**src/rtl/ahb3lite_dma_write_master.sv**
```systemverilog
// AHB-Lite write-direction DMA master.
// Packs an inbound byte stream into little-endian 32-bit words, buffers them in a small FIFO
// and writes them to consecutive word addresses using pipelined SINGLE transfers.
module ahb3lite_dma_write_master #(
    parameter int unsigned BUF_DEPTH = 4
) (
    input  logic        HCLK,
    input  logic        HRESETn,
    input  logic        i_CoreSystemStart,
    input  logic [5:0]  i_RCC_BUFFER_LENGTH,
    input  logic [15:0] i_RCC_DMA_ADDR_HIGH,
    input  logic [15:0] i_RCC_DMA_ADDR_LOW,
    input  logic [7:0]  i_byte,
    input  logic        i_byte_valid,
    output logic        o_byte_ready,
    output logic [31:0] HADDR,
    output logic        HWRITE,
    output logic [1:0]  HTRANS,
    output logic [2:0]  HBURST,
    output logic [2:0]  HSIZE,
    output logic [31:0] HWDATA,
    input  logic        HREADY,
    input  logic        HRESP,
    output logic        o_busy,
    output logic        o_done,
    output logic        o_error
);

    localparam int unsigned PtrW = $clog2(BUF_DEPTH);
    localparam int unsigned CntW = $clog2(BUF_DEPTH + 1);

    localparam logic [1:0] TransIdle   = 2'b00;
    localparam logic [1:0] TransNonseq = 2'b10;

    typedef enum logic [2:0] {StIdle, StRun, StDrain, StErr, StDone} state_e;

    state_e            state_q, state_d;
    logic [31:0]       base_q;
    logic [5:0]        len_q;
    logic [6:0]        issued_q;
    logic [7:0]        acc_q;
    logic [1:0]        pack_cnt_q;
    logic [23:0]       pack_buf_q;
    logic [31:0]       mem_q [BUF_DEPTH];
    logic [PtrW-1:0]   wr_ptr_q, rd_ptr_q, iss_ptr_q;
    logic [CntW-1:0]   count_q;
    // Buffered words whose address phase has not been accepted yet
    logic [CntW-1:0]   unissued_q;
    logic [CntW-1:0]   unissued_avail;
    logic              dp_valid_q;
    logic [31:0]       haddr_q, hwdata_q;
    logic              hwrite_q;
    logic [1:0]        htrans_q;
    logic              error_q;

    logic byte_fire, push, addr_accept, data_ok, err_first, err_second, issue;

    assign err_first   = dp_valid_q && HRESP && !HREADY;
    assign err_second  = dp_valid_q && HRESP && HREADY;
    assign data_ok     = dp_valid_q && HREADY && !HRESP;
    assign addr_accept = HREADY && (htrans_q == TransNonseq) && !err_second;

    assign o_byte_ready = (state_q == StRun) && (acc_q < {len_q, 2'b00})
                          && (count_q != CntW'(BUF_DEPTH));
    assign byte_fire    = i_byte_valid && o_byte_ready;
    assign push         = byte_fire && (pack_cnt_q == 2'd3);

    // A word already committed to the accepted address phase cannot be issued again
    assign unissued_avail = unissued_q - CntW'(addr_accept);
    assign issue = (state_q == StRun) && HREADY && !err_second
                   && (issued_q < {1'b0, len_q}) && (unissued_avail != '0);

    assign HADDR  = haddr_q;
    assign HWRITE = hwrite_q;
    assign HTRANS = htrans_q;
    assign HWDATA = hwdata_q;
    assign HBURST = 3'b000;
    assign HSIZE  = 3'b010;
    assign o_busy  = (state_q == StRun) || (state_q == StDrain) || (state_q == StErr);
    assign o_done  = (state_q == StDone);
    assign o_error = error_q;

    // Control state register
    always_ff @(posedge HCLK or negedge HRESETn) begin
        if (!HRESETn) begin
            state_q <= StIdle;
        end else begin
            state_q <= state_d;
        end
    end

    // Next-state logic
    always_comb begin
        state_d = state_q;
        unique case (state_q)
            StIdle: begin
                if (i_CoreSystemStart) begin
                    state_d = (i_RCC_BUFFER_LENGTH == 6'd0) ? StDone : StRun;
                end
            end
            StRun: begin
                if (err_second) begin
                    state_d = StErr;
                end else if (issued_q == {1'b0, len_q}) begin
                    state_d = StDrain;
                end
            end
            StDrain: begin
                if (err_second) begin
                    state_d = StErr;
                end else if (data_ok && (htrans_q == TransIdle)) begin
                    state_d = StDone;
                end
            end
            StErr:   state_d = StDone;
            StDone:  state_d = StIdle;
            default: state_d = StIdle;
        endcase
    end

    // Word buffer storage; contents only matter once written
    always_ff @(posedge HCLK) begin
        if (push) begin
            mem_q[wr_ptr_q] <= {i_byte, pack_buf_q};
        end
    end

    // Transfer bookkeeping, byte packing, buffer pointers and the AHB address/data pipeline
    always_ff @(posedge HCLK or negedge HRESETn) begin
        if (!HRESETn) begin
            base_q     <= '0;
            len_q      <= '0;
            issued_q   <= '0;
            acc_q      <= '0;
            pack_cnt_q <= '0;
            pack_buf_q <= '0;
            wr_ptr_q   <= '0;
            rd_ptr_q   <= '0;
            iss_ptr_q  <= '0;
            count_q    <= '0;
            unissued_q <= '0;
            dp_valid_q <= 1'b0;
            haddr_q    <= '0;
            hwdata_q   <= '0;
            hwrite_q   <= 1'b0;
            htrans_q   <= TransIdle;
            error_q    <= 1'b0;
        end else begin
            if ((state_q == StIdle) && i_CoreSystemStart) begin
                base_q   <= {i_RCC_DMA_ADDR_HIGH, i_RCC_DMA_ADDR_LOW};
                len_q    <= i_RCC_BUFFER_LENGTH;
                issued_q <= '0;
                acc_q    <= '0;
                error_q  <= 1'b0;
            end

            if (byte_fire) begin
                acc_q      <= acc_q + 8'd1;
                pack_cnt_q <= pack_cnt_q + 2'd1;
                unique case (pack_cnt_q)
                    2'd0:    pack_buf_q[7:0]   <= i_byte;
                    2'd1:    pack_buf_q[15:8]  <= i_byte;
                    2'd2:    pack_buf_q[23:16] <= i_byte;
                    default: ;
                endcase
            end

            if (push) begin
                wr_ptr_q <= wr_ptr_q + PtrW'(1);
            end
            if (data_ok) begin
                rd_ptr_q <= rd_ptr_q + PtrW'(1);
            end
            if (addr_accept) begin
                iss_ptr_q <= iss_ptr_q + PtrW'(1);
            end
            count_q    <= count_q + CntW'(push) - CntW'(data_ok);
            unissued_q <= unissued_q + CntW'(push) - CntW'(addr_accept);

            if (HREADY) begin
                dp_valid_q <= addr_accept;
                if (addr_accept) begin
                    hwdata_q <= mem_q[iss_ptr_q];
                end
                if (issue) begin
                    htrans_q <= TransNonseq;
                    hwrite_q <= 1'b1;
                    haddr_q  <= base_q + 32'({issued_q, 2'b00});
                    issued_q <= issued_q + 7'd1;
                end else begin
                    htrans_q <= TransIdle;
                    hwrite_q <= 1'b0;
                end
            end else if (err_first) begin
                // Cancel any pipelined address while the slave signals ERROR
                htrans_q <= TransIdle;
                hwrite_q <= 1'b0;
            end

            if (err_second) begin
                dp_valid_q <= 1'b0;
                wr_ptr_q   <= '0;
                rd_ptr_q   <= '0;
                iss_ptr_q  <= '0;
                count_q    <= '0;
                unissued_q <= '0;
                pack_cnt_q <= '0;
                error_q    <= 1'b1;
            end
        end
    end

endmodule

```
**config.mk**
```make
export PLATFORM = sky130hd
export DESIGN_NAME = ahb3lite_dma_write_master
export DESIGN_NICKNAME = d
export VERILOG_FILES = /design/src/rtl/ahb3lite_dma_write_master.sv
export SDC_FILE = /design/constraint.sdc
export NUM_CORES = 1
export LEC_CHECK = 0
export CAP_MARGIN = 20
export CELL_PAD_IN_SITES_DETAIL_PLACEMENT = 0
export CELL_PAD_IN_SITES_GLOBAL_PLACEMENT = 1
export CORE_UTILIZATION = 30
export CTS_CLUSTER_SIZE = 28
export DETAILED_ROUTE_END_ITERATION = 6
export GPL_ROUTABILITY_DRIVEN = 0
export GPL_TIMING_DRIVEN = 0
export HOLD_SLACK_MARGIN = 0.15
export PLACE_DENSITY_LB_ADDON = 0.1
export SYNTH_ARGS = -nofsm -noshare
export SYNTH_HDL_FRONTEND = slang
export SYNTH_SLANG_ARGS = --single-unit
```
**constraint.sdc**
```tcl
create_clock -name HCLK -period 3.8 [get_ports HCLK]
set_clock_uncertainty 0.05 [all_clocks]
set_input_delay 0.76 -clock HCLK [delete_from_list [all_inputs] [get_ports HCLK]]
set_output_delay 0.76 -clock HCLK [all_outputs]
set_load 0.02 [all_outputs]
```
==> impl_metrics.json <==
{
  "status": "finished, final reports clean",
  "synthCells": 876,
  "cp.required_ns": 4.14,
  "rsz0062_at_grt": "no",
  "cp-start-kind": "primary input",
  "track_usage_pct": 14.5,
  "crit_arrival_ns": 3.91,
  "post-route-util_pct": 38.8,
  "fin_area_um2": 15600,
  "dieArea_um2": 41900,
  "cts.reportedPaths.clkPinSlew_ns": 0.05,
  "htreeDepth": 2,
  "power_leakage_nw": 6.20,
  "hold_viol_final": 0,
  "setup_viol": 0,
  "rows": 73,
  "avgSynthCellArea_um2": 14.1,
  "core_um2": 40100,
  "fin_nets": 1134,
  "crit_type": "in2reg",
  "min_period_ns": 3.57,
  "instances_no_fill": 1598,
  "drtIter0Drc": 285,
  "ys_ff_latch": 287,
  "place_inst": 1533,
  "clk_latency_ns": 0.52,
  "layout_commonest_cell": "dfrtp_1",
  "dpl_worst_slack_ns": -1.05,
  "multi_input_area_um2": 4250,
  "vdd_drop_max_v": 0.000396,
  "grt_first_pass_wirelength_um": 46300,
  "r2r_start": "acc_q[4]",
  "synthFlopType": "dfrtp_1",
  "tritoncts": "done",
  "cellPowerDensity_nw_per_um2": 781,
  "place_hpwl_um": 19900,
  "setup_ws_ns": 0.233,
  "synth_edf_count": 128,
  "fp.dieW_um": 205,
  "ios": 129,
  "post-route-period-util_pct": 93.9,
  "yosysTopAreaCell": "dfrtp_1",
  "grt_max_degree": 96,
  "vias": 7462,
  "diodes": 0,
  "syn2layout_area_growth_pct": 26.4,
  "path_max_fanout": 10,
  "drc": 0,
  "wl_per_cell_um": 18.4,
  "worst_slew_pin_slew_ns": 0.901,
  "synth_cell_type_count": 64,
  "slew_viol_final": 0,
  "end_kind": "flop",
  "drive_gt1_share_pct": 19.9,
  "ys_seq_area_share_pct": 63.5,
  "start_util_pct": 30.7,
  "dpl_cell_area_um2": 14400,
  "synth_top_cell_area_share_pct": 32.3,
  "min_path_type": "in2async",
  "clock.fmax_mhz": 280,
  "cts_buffers": 36,
  "grt_overflow": 0,
  "cts_hold_buf": 0,
  "grt_pass1_vias": 7888,
  "ctsLongestPathBuffers": 3,
  "routed_wl_um": 29400,
  "synth_area_leaders": "dfrtp_1 (32%), edfxtp_1 (31%), mux2_2 (7.5%)",
  "root_buffer": "clkbuf_16",
  "syn_area_um2": 12300,
  "io_buffers": 121,
  "maxSlewHeadroom_pct": 39.8,
  "crit_start": "HRESP",
  "clock_sink_count": 287,
  "layout.area.seq_um2": 7820,
  "yosysWarnings": 0,
  "ant_nets": 0,
  "dieHeight_um": 205,
  "vias_per_cell": 4.67,
  "antenna_found_initial": 0,
  "layout_common_cells": "dfrtp_1 (159), nand2_1 (132), edfxtp_1 (128)",
  "drt_pass1_iterations": 4,
  "async_flop_share_pct": 55.4,
  "num-fill-cells": 3851,
  "max_cap_violations": 0
}
## metrics by stage
step | power (W) | TNS (ns) | hold WS, ns
global route | 0.0130 | 0 | 0.176
global placement | 0.00883 | -1025.67 | 0.416
finish | 0.0122 | 0 | 0.136
detailed placement | 0.00887 | -37.43 | 0.412
CTS | 0.0124 | 0 | 0.158
floorplan | 0.00722 | 0 | 0.390
## metal layers
layer | wire, um | share of wire, % | track usage (%)
met1 | 13000 | 44 | 18.6
met2 | 14400 | 49 | 24.4
met3 | 1350 | 4.6 | 3.18
met4 | 620 | 2.1 | 4.42
met5 | 0 | 0 | 0
## report_power, final
group	switching, W	internal [W]	leakage [nW]
clock	0.00133	0.00210	0.584
combinational	0.00202	0.00193	2.47
sequential	0.000620	0.00418	3.14
total	0.00397	0.00820	6.20
## synth_stat cells, drive strengths merged, types with 17 or more instances
master	instances
edfxtp	128
dfrtp	159
nand3	24
o21ai	18
inv	26
mux2	82
mux4	32
nand2	132
xnor2	24
clkbuf	25
buf	20
a21oi	17
nor2	19
ha	33
## path summary, 6_finish.rpt
check / end / slack, ns / cells after the start
worst max-delay path: HADDR[19] / 0.23 / 13
worst min-delay path: HWDATA[18] / 0.14 / 1
worst max register to register: count_q[2] / 0.36 / 14
worst min register to register: base_q[0] / 0.42 / 2
max in group asynchronous: base_q[19] / 2.66 / 2
min in group HCLK: base_q[0] / 0.42 / 2
## flip-flops by register name, summed over array words and instances, names as in the netlist, 6 cells and up
| name | count |
|---|---|
| pack_buf_q | 24 |
| issued_q | 7 |
| acc_q | 8 |
| mem_q | 128 |
| len_q | 6 |
| HWDATA | 32 |
| HADDR | 32 |
| base_q | 32 |
## critical path: stages
cell and delay (ns):
clkdlybuf4s50_1 0.54, nand2_1 0.14, nand3_4 0.18, clkbuf_4 0.27, inv_1 0.12, ha_1 0.20, xor2_1 0.15, o32ai_1 0.15
or3_1 0.40, buf_2 0.19, nor2_4 0.19, buf_4 0.24, mux2_2 0.36
## cell families (layout without fill, tap and decap cells)
| group | Yosys count | after routing | share of synthesized area (%) |
|---|---|---|---|
| xor+xnor | 30 | 30 | 2.13 |
| compound gates | 89 | 89 | 4.96 |
| fa+ha+maj | 36 | 36 | 3.84 |
| other cells | 2 | 7 | 0.0609 |
| mux | 117 | 117 | 13.6 |
| flops | 287 | 287 | 63.5 |
| simple gates | 244 | 244 | 9.42 |
| buf+inv | 71 | 263 | 2.53 |
## final cells by class
cell class	instances	area share, %
Multi-Input combinational cell	523	27.3
Clock inverter	18	1.30
Clock buffer	47	6.31
Buffer	44	1.38
Inverter	26	0.627
Timing Repair Buffer	128	8.69
Sequential cell	287	50.2
Tap cell	525	4.22
## repair_timing
| item | CTS | global route |
|---|---|---|
| endpoints found under the hold margin | 0 | 0 |
| endpoints found under the setup margin | 43 | 24 |
| buffers inserted | 0 | 1 |
| pin swaps | 0 | 2 |
| resized for setup | 5 | 4 |
Power figures use the tool's default switching activity.
